File: config.mk
export PLATFORM = sky130hd
export DESIGN_NAME = prog_loader
export DESIGN_NICKNAME = d
export VERILOG_FILES = /design/src/rtl/prog_loader_pkg.sv /design/src/rtl/prog_loader.sv
export SDC_FILE = /design/constraint.sdc
export NUM_CORES = 1
export LEC_CHECK = 0
export CORE_AREA = 2 2 59 61
export CTS_CLUSTER_DIAMETER = 80
export DETAILED_ROUTE_END_ITERATION = 7
export DIE_AREA = 0 0 61 63
export GPL_ROUTABILITY_DRIVEN = 0
export PLACE_DENSITY = 0.76
export SETUP_SLACK_MARGIN = 0.5
export SYNTH_ARGS = -nofsm -noshare
export SYNTH_HDL_FRONTEND = slang
export SYNTH_SLANG_ARGS = --single-unit
File: constraint.sdc
create_clock -name clk -period 1.8 [get_ports clk]
set_clock_uncertainty 0.15 [all_clocks]
set_input_delay 0.27 -clock clk [delete_from_list [all_inputs] [get_ports clk]]
set_output_delay 0.27 -clock clk [all_outputs]
set_load 0.02 [all_outputs]
File: src/rtl/prog_loader_pkg.sv
// Shared definitions for the program loader: FSM state encoding and the
// program-memory byte address width used by the memory and program counter.
package prog_loader_pkg;

    localparam int unsigned PmAddWidth = 7;

    typedef enum logic [2:0] {
        StIdle,
        StLoad,
        StFlush,
        StRun,
        StErr
    } state_e;

endpackage

File: src/rtl/prog_loader.sv
// Byte-serial program loader: streams bytes into consecutive program-memory
// addresses while holding the core in reset, then releases it on a whole-word load.
module prog_loader
    import prog_loader_pkg::*;
#(
    parameter int unsigned ADD_WIDTH  = PmAddWidth,
    parameter int unsigned DATA_WIDTH = 8
) (
    input  logic                  clk,
    input  logic                  rst,
    input  logic                  load_mode,
    input  logic                  byte_valid,
    input  logic [DATA_WIDTH-1:0] byte_in,
    output logic                  byte_ready,
    output logic                  pm_wr_en,
    output logic [ADD_WIDTH-1:0]  pm_addr,
    output logic [DATA_WIDTH-1:0] pm_wr_data,
    output logic                  cpu_rst,
    output logic                  load_done,
    output logic                  load_err,
    output logic [ADD_WIDTH:0]    bytes_loaded
);

    state_e state_q, state_d;

    logic [ADD_WIDTH:0]    count_q;
    logic                  wr_en_q;
    logic [ADD_WIDTH-1:0]  addr_q;
    logic [DATA_WIDTH-1:0] data_q;

    logic full;
    logic accept;
    logic start_load;
    logic word_ok;

    // The MSB of the byte count is set exactly when all 2^ADD_WIDTH bytes are stored.
    assign full       = count_q[ADD_WIDTH];
    assign accept     = byte_valid & byte_ready;
    assign start_load = (state_q != StLoad) && (state_d == StLoad);
    assign word_ok    = (count_q[1:0] == 2'b00) && (count_q != '0);

    // State register
    always_ff @(posedge clk) begin
        if (rst) begin
            state_q <= StIdle;
        end else begin
            state_q <= state_d;
        end
    end

    // Next-state logic
    always_comb begin
        state_d = state_q;
        unique case (state_q)
            StIdle:  if (load_mode) state_d = StLoad;
            StLoad:  if (!load_mode) state_d = StFlush;
            StFlush: state_d = word_ok ? StRun : StErr;
            StRun:   if (load_mode) state_d = StLoad;
            StErr:   if (load_mode) state_d = StLoad;
            default: state_d = StIdle;
        endcase
    end

    // Outputs decoded from state
    always_comb begin
        byte_ready = 1'b0;
        cpu_rst    = 1'b1;
        load_done  = 1'b0;
        load_err   = 1'b0;
        unique case (state_q)
            StLoad: byte_ready = load_mode & ~full;
            StRun: begin
                cpu_rst   = 1'b0;
                load_done = 1'b1;
            end
            StErr:   load_err = 1'b1;
            default: ;
        endcase
    end

    // Byte counter and registered write port
    always_ff @(posedge clk) begin
        if (rst) begin
            count_q <= '0;
            wr_en_q <= 1'b0;
            addr_q  <= '0;
            data_q  <= '0;
        end else begin
            wr_en_q <= accept;
            if (start_load) begin
                count_q <= '0;
            end else if (accept) begin
                count_q <= count_q + {{ADD_WIDTH{1'b0}}, 1'b1};
                addr_q  <= count_q[ADD_WIDTH-1:0];
                data_q  <= byte_in;
            end
        end
    end

    assign pm_wr_en     = wr_en_q;
    assign pm_addr      = addr_q;
    assign pm_wr_data   = data_q;
    assign bytes_loaded = count_q;

endmodule

**Yosys cells after proc, flatten, opt, wreduce, memory -nomap -nowiden**

Cells that the tools add are included.

- Add/subtract/negate cells: 1
- Equal/unequal tests: 6
- Multiplexer cells: 8
- Bitwise logic cells: 4
- Reductions and logical operators: 8

Operator list:

| operator | count |
|---|---|
| 3-bit 2-to-1 mux | 3 |
| 3-bit case mux with 3 select lines | 1 |
| 8-bit by 1-bit adder with 8-bit output (second input constant) | 1 |
| 8-bit nonzero test | 1 |
| 3-bit by 1-bit equality test with 1-bit output (second input constant) | 2 |
| 3-bit by 2-bit equality test with 1-bit output (second input constant) | 2 |
| 1-bit 2-to-1 mux | 4 |
| 3-bit equality test (second input constant) | 1 |
| 3-bit zero test | 1 |
| 3-bit by 1-bit inequality test with 1-bit output (second input constant) | 1 |
| 3-bit OR reduction | 1 |
| 1-bit AND | 2 |
| 1-bit logical AND | 2 |
| 2-bit zero test | 1 |
| 1-bit inverter | 2 |
| 2-bit AND reduction | 1 |
| 2-bit OR reduction | 1 |

- Register bits: 27
- Input bits: 12
- Output and inout bits: 28

**Longest topological paths before layout**

Gate-level depths: netlist (run 1).

- Depth after elaboration: 8
- Depth in mapped cells: 5

**Worst setup path before layout (run 1)**

OpenSTA, ideal clock, no wires.

- Path type: flip-flop to output port
- Start point: register state_q[2]
- End point: output byte_ready
- Arrival: 1460 ps
- Required time: 1380 ps
- Setup slack: -80 ps
- Cell stages (with the launch flop): 4
- Path buffers: 1
- Cell sequence: dfxtp_1 > nand2b_2 > clkbuf_1 > nor4b_1

- Cells in the longest elaborated chain, start to end: 2

Ends and longest elaborated chain:

| what | line | text |
|---|---|---|
| start, declared | prog_loader.sv:24 | `state_e state_q, state_d;` |
| start signal, assigned | prog_loader.sv:45 | `state_q <= StIdle;` |
| start signal, assigned | prog_loader.sv:47 | `state_q <= state_d;` |
| 3-bit by 1-bit equality test with 1-bit output | prog_loader.sv:70 | `unique case (state_q)` |
| 1-bit 2-to-1 mux | prog_loader.sv:70 |  |
| end, declared | prog_loader.sv:14 | `output logic byte_ready,` |

No other way between the ends.

**Final worst setup path (run 1)**

- Start point: register state_q[1]
- End point: output load_err

- Cells in the longest elaborated chain, start to end: 2

Ends and longest elaborated chain:

| what | line | text |
|---|---|---|
| 3-bit equality test | prog_loader.sv:70 |  |
| 1-bit 2-to-1 mux | prog_loader.sv:70 |  |
| end, declared | prog_loader.sv:20 | `output logic load_err,` |

No other way between the ends.

==> results.yml, run 1 <==
routing:
  via_per_inst: 5.645
  vias: 1462
  final_antenna_net_count: 0
  post_drt_wl_per_cell_um: 16.44
  wl_mm: 4.257
  drtIter0Drc: 129
  drc_errors: 0
  dr.pass1.iters: 4
pwr:
  peakVddDrop_mv: 0.4493
  p_sw_mw: 0.3244
  powerDensity_nw_per_um2: 494.7
  power.total_mw: 1.099
  leakagePower_nw: 0.8191
  switching_share_pct: 29.51
  p_seq_share_pct: 54.7
  clkPwrFrac_pct: 26.7
  p_int_mw: 0.7749
  pwr-share-comb_pct: 18.6
synth:
  syn_inst: 149
  synth.ff_latch_count: 27
  synth_flop_cell: "dfxtp_1"
  async_reset_ff_share_pct: 0
  synth_warnings: 0
  synth_adder_area_share_pct: 2.002
  synth_xor_area_share_pct: 0
  syn_area_um2: 1250
  synth_edf_count: 0
  synth_mux_area_share_pct: 1.602
  yosysSeqAreaShare_pct: 43.24
  synth_top_family_by_area: "simple AND/OR/NAND/NOR gates"
  synth_nets: 163
  synth_compound_area_share_pct: 20.82
  post_synth.cell_area_avg_um2: 8.389
  synth-simple-area-share_pct: 26.43
  yosysUniqueCellTypes: 30
sta:
  fmaxAchievable_mhz: 606.0
  setup_violations: 0
  fin_ws_ps: 149.8
  worst_pin_slew_ps: 406.0
  fin_crit_sh_pct: 91.68
  final_max_slew_viol_count: 0
  max_slew_margin_pct: 72.89
  hold_violations: 0
  rsz0062_at_grt: "yes"
  finalCriticalPeriod_ps: 1650
clocking:
  insertion_delay_ps: 350
  cts_inserted_buffers: 3
  cts_num_sinks: 27
  clock_path_buffers: 2
  cts_hold_buf: 0
  root_buffer: "clkbuf_4"
  cts_max_level: 1
  cts.reportedPaths.clkPinSlew_ps: 150
  cts_tree: "yes"
setup_path:
  crit_slowest_cell: "dfxtp_4"
  path_class: "flop to output pin"
  crit_chain: "buf_6, nor3b_4, buf_6"
  worstPathBufferInverterCount: 2
  required_ps: 1380
  worstSetupStartpointType: "flop"
  max_stage_delay_ps: 400
  cp.arrival_ps: 1230
  critical-path-top-delay-family: "flip-flops"
  path_common_cell: "buf_6"
  end_kind: "output pin"
  path_max_fanout: 4
grt:
  grt_use_met3_pct: 2.692
  use_met1_pct: 26.50
  grt_usage_pct: 21.20
  grt_max_degree: 26
  use_met2_pct: 35.22
  antenna_found_initial: 0
  grt-ovfl-total: 0
  busiest_layer: "met2"
  grt_pass1_wl_mm: 6.196
  grt_pass1_vias: 1369
layout:
  antennaDiodeCount: 0
  layout.nets: 228
  fillers: 249
  area_growth_pct: 77.78
  stdcell_count: 259
  final_area_um2: 2222
  drive_above_1_share_pct: 60.09
worst_hold_path:
  hold_path_class: "primary input to flop"
placed_design:
  dpl.cell_count: 234
  pre_cts_slack_ps: -223.0
  place_hpwl_mm: 2.389
  placed_cell_area_um2: 1848
  io_buffers: 39
status:
  status: "complete, no violations"
floorplan:
  die_x_um: 61
  initial_core_util_pct: 38.68
  fp.coreArea_um2: 3232
  die-area_um2: 3843
  die_h_um: 63
  ioPinCount: 40
  row_count: 21
flow_run:
  maxCapViolCount: 0
## layer usage
layer | share of wire (%) | vias up
met3 | 5.1 | 9
li1 | - | 683
met4 | 2.0 | 0
met5 | 0 | -
met1 | 42 | 712
met2 | 51 | 58
## area by class of cell
type	count	area, um^2	share of cell area (%)
clock buffer	3	22.52	1.014
clock inverter	1	6.256	0.2815
inverter	7	26.28	1.182
multi-input combinational	104	863.3	38.85
sequential	27	594.3	26.75
tap	46	57.56	2.590
timing repair buffer	71	651.9	29.34
## synth_stat cells, types with 2 or more instances
cell type	number	share of area [%]
a21oi_1	21	8.4
buf_2	2	0.80
clkbuf_1	8	2.4
dfxtp_1	27	43
ha_1	2	2.0
inv_1	7	2.1
mux2i_1	2	1.6
nand2_1	3	0.90
nand3_1	23	9.2
nand4_1	6	3.0
nor2_1	4	1.2
nor2b_1	2	1.0
nor4bb_1	2	1.6
o21ai_0	19	7.6
o31ai_1	2	1.2
or4_1	5	3.0
## registers in the layout, summed over array words and instances (netlist names)
signal / count
pm_addr: 7
pm_wr_data: 8
state_q: 3
bytes_loaded: 8
pm_wr_en: 1
## metrics by stage
stage	setup TNS, ps	utilization [%]	hold WS, ps
2_1_floorplan	0	-	267.7
3_3_place_gp	-872.5	57.18	309.5
3_5_place_dp	-2046	57.18	320.0
4_1_cts	0	60.05	318.2
5_1_grt	0	68.76	320.6
6_report	0	68.76	305.2
## power groups by stage
stage               combinational (mW)  sequential (mW)  clock [mW]
global placement                 0.154            0.620           0
floorplan                       0.0878            0.626           0
CTS                              0.166            0.599       0.283
detailed placement               0.158            0.621           0
finish                           0.205            0.601       0.294
global route                     0.217            0.602       0.320
## worst paths after layout
check	startpoint	end	slack [ps]	depth (start not counted)
worst min register to register	pm_addr[1]	pm_addr[1]	340	2
worst min-delay path	byte_in[0]	pm_wr_data[0]	310	3
worst max register to register	state_q[2]	bytes_loaded[7]	150	4
worst max-delay path	state_q[1]	load_err	150	3
## tightest hold or removal path, cell delays in order
cell,delay [ps]
clkdlybuf4s50_1,390
nand3_1,70
a21oi_1,50
## cell usage in the layout (no fill, tap or decap), types with 3 or more instances in the layout
| cell | count |
|---|---|
| nor2_1 | 4 |
| nand4_1 | 6 |
| nand3_1 | 9 |
| o21ai_0 | 15 |
| clkdlybuf4s50_1 | 11 |
| o21ai_1 | 4 |
| inv_1 | 6 |
| nand3_2 | 13 |
| a21oi_1 | 11 |
| buf_4 | 35 |
| dfxtp_2 | 13 |
| buf_6 | 23 |
| dfxtp_1 | 4 |
| or4_1 | 3 |
| clkbuf_4 | 3 |
| a21oi_2 | 10 |
| dfxtp_4 | 10 |
## cell families (layout without fill, tap and decap cells)
group / Yosys count / count (layout)
compound gates: 47 / 47
fa+ha+maj: 2 / 2
buf+inv: 18 / 82
flops: 27 / 27
mux: 2 / 2
simple gates: 53 / 53
## timing repair
| action | in CTS | in global routing |
|---|---|---|
| gates resized for setup | 143 | 74 |
| endpoints found under the setup margin | 55 | 54 |
| buffers inserted | 14 | 5 |
| cloned | 0 | 2 |
| pin swaps | 6 | 28 |
Note: power is estimated with default switching activity, not from simulation.
==> run 2: changes to the inputs <==
- PLACE_DENSITY: 0.76 -> 0.79
- REMOVE_ABC_BUFFERS: unset -> 1
- TNS_END_PERCENT: unset -> 10
- clock period: 1.8 -> 1.34 ns (I/O delays scaled with it)
==> run 2 against run 1 <==
  * The flow now finishes with violations (negative setup slack)
  * Setup slack got worse by 480 ps
  * Largest cell class unchanged
  * Combinational power rose by 22%
  * Die area is the same
  * Critical path depth up 1
  * Global-route usage decreased by 1.0 points
  * Clock power grew 29%
  * Worst hold slack got worse by 45 ps
  * Sequential share of layout area increased by 0.28 points
==> results.yml, run 2 (synthesis results as in run 1) <==
setup_path:
  r2r_setup_slack_ps: -330
  crit_slowest_cell: "or4_1"
  crit_chain: "buf_4, nand4bb_4, or4_1, a21oi_1"
  worstPathBufferInverterCount: 1
  end_kind: "flop"
  worstSetupStartpointType: "flop"
  critical-path-top-delay-family: "simple AND/OR/NAND/NOR gates"
  path_max_fanout: 5
  reg2reg_depth: 4
  r2r-end: "bytes_loaded[7]"
  max_stage_delay_ps: 530
  r2r-start: "bytes_loaded[7]"
  cp.arrival_ps: 1800
  path_class: "flop to flop"
  required_ps: 1470
layout:
  layout.nets: 231
  fillers: 291
  final_common_cell: "buf_4"
  stdcell_count: 262
  drive_above_1_share_pct: 45.83
  antennaDiodeCount: 0
  area_growth_pct: 68.17
  layout_common_cells: "43 x buf_4, 21 x nand3_1, 18 x a21oi_1"
pwr:
  p_int_mw: 1.043
  p_seq_share_pct: 56.5
  pwr-share-comb_pct: 17.3
  power.total_mw: 1.448
  peakVddDrop_mv: 0.3638
  switching_share_pct: 28.00
  leakagePower_nw: 0.8114
  clkPwrFrac_pct: 26.2
  powerDensity_nw_per_um2: 689.0
  p_sw_mw: 0.4055
grt:
  grt_max_degree: 26
  grt_pass1_vias: 1311
  grt_usage_pct: 20.17
  antenna_found_initial: 0
  grt-ovfl-total: 0
  grt_pass1_wl_mm: 5.996
sta:
  fin_crit_sh_pct: 124.3
  setup_violations: 31
  rsz0062_at_grt: "yes"
  finalCriticalPeriod_ps: 1666
  worst_pin_slew_ps: 283.4
  fmaxAchievable_mhz: 600.2
  finalSetupTns_ps: -5660
  max_slew_margin_pct: 80.83
  hold_violations: 0
  final_max_slew_viol_count: 0
  fin_ws_ps: -326.1
clocking:
  insertion_delay_ps: 340
  cts.reportedPaths.clkPinSlew_ps: 160
  cts_max_level: 1
  root_buffer: "clkbuf_4"
  cts_num_sinks: 27
  cts_tree: "yes"
  cts_hold_buf: 0
  clock_path_buffers: 2
  cts_inserted_buffers: 3
routing:
  vias: 1472
  drc_errors: 0
  via_per_inst: 5.618
  final_antenna_net_count: 0
  wl_mm: 4.152
  dr.pass1.iters: 4
  post_drt_wl_per_cell_um: 15.85
  drtIter0Drc: 89
flow_run:
  maxCapViolCount: 0
status:
  violations: "negative setup slack"
  status: "finished, violations left"
placed_design:
  dpl.cell_count: 254
  place_hpwl_mm: 2.586
  pre_cts_slack_ps: -596.8
  io_buffers: 39
floorplan:
  die-area_um2: 3843
  die_h_um: 63
  ioPinCount: 40
  initial_core_util_pct: 38.68
  row_count: 21
  die_x_um: 61
  fp.coreArea_um2: 3232
worst_hold_path:
  hold_end: "pm_wr_data[1]"
  min_path_cells: 3
  hold_path_class: "primary input to flop"
  hp-start: "byte_in[1]"
run 2: metrics by stage:
step	cell area, um^2	hold WS [ps]	util, %
2_1_floorplan	1202	120.1	-
3_3_place_gp	1911	309.1	59.12
6_report	2102	260.2	65.04
5_1_grt	2102	257.5	65.04
4_1_cts	2009	264.8	62.18
3_5_place_dp	1911	316.9	59.12
run 2: what timing repair did:
action,in CTS,in global routing
resized for setup,180,21
setup buffers,2,1
pin swaps,5,6
gates cloned,0,1
endpoints found under the setup margin,55,55
run 2: worst max-delay path by stage:
stage	depth (start not counted)	end	slack [ps]	startpoint
after global routing	4	bytes_loaded[7]	-370	bytes_loaded[7]
final	4	bytes_loaded[7]	-330	bytes_loaded[7]
after detailed placement	5	bytes_loaded[2]	-600	load_mode
after global placement	3	byte_ready	-550	load_mode
after CTS	3	byte_ready	-290	state_q[2]
after floorplan	3	bytes_loaded[0]	-970	bytes_loaded[7]
run 2: final cells by class:
class / instances / area (um^2) / area share [%]
Timing Repair Buffer: 73 / 658.1 / 31.31
Sequential cell: 27 / 568.0 / 27.02
Multi-Input combinational cell: 105 / 762.0 / 36.25
Inverter: 7 / 26.28 / 1.250
Clock inverter: 1 / 7.507 / 0.3571
Tap cell: 46 / 57.56 / 2.738
Clock buffer: 3 / 22.52 / 1.071
run 2: metal layers:
metal  wire (um)  global-route usage, %  share of wire (%)  vias to the layer above
met1        1691                  25.48                 41                      718
met5           0                      0                  0                        -
met3         211                  3.313                5.1                        6
li1            -                      -                  -                      689
met4          38                  5.435               0.92                        0
met2        2210                  34.54                 53                       59
run 2: power groups by stage:
stage          sequential [mW]  clock, mW  combinational (mW)
5_1_grt                  0.820      0.420               0.267
3_3_place_gp             0.839          0               0.206
3_5_place_dp             0.840          0               0.212
2_1_floorplan            0.848          0              0.0707
4_1_cts                  0.822      0.376               0.224
6_report                 0.818      0.380               0.251
run 2: worst min-delay path, cell delays in order:
cell             delay [ps]
clkdlybuf4s50_1         400
nand3_1                  70
a21oi_1                  50
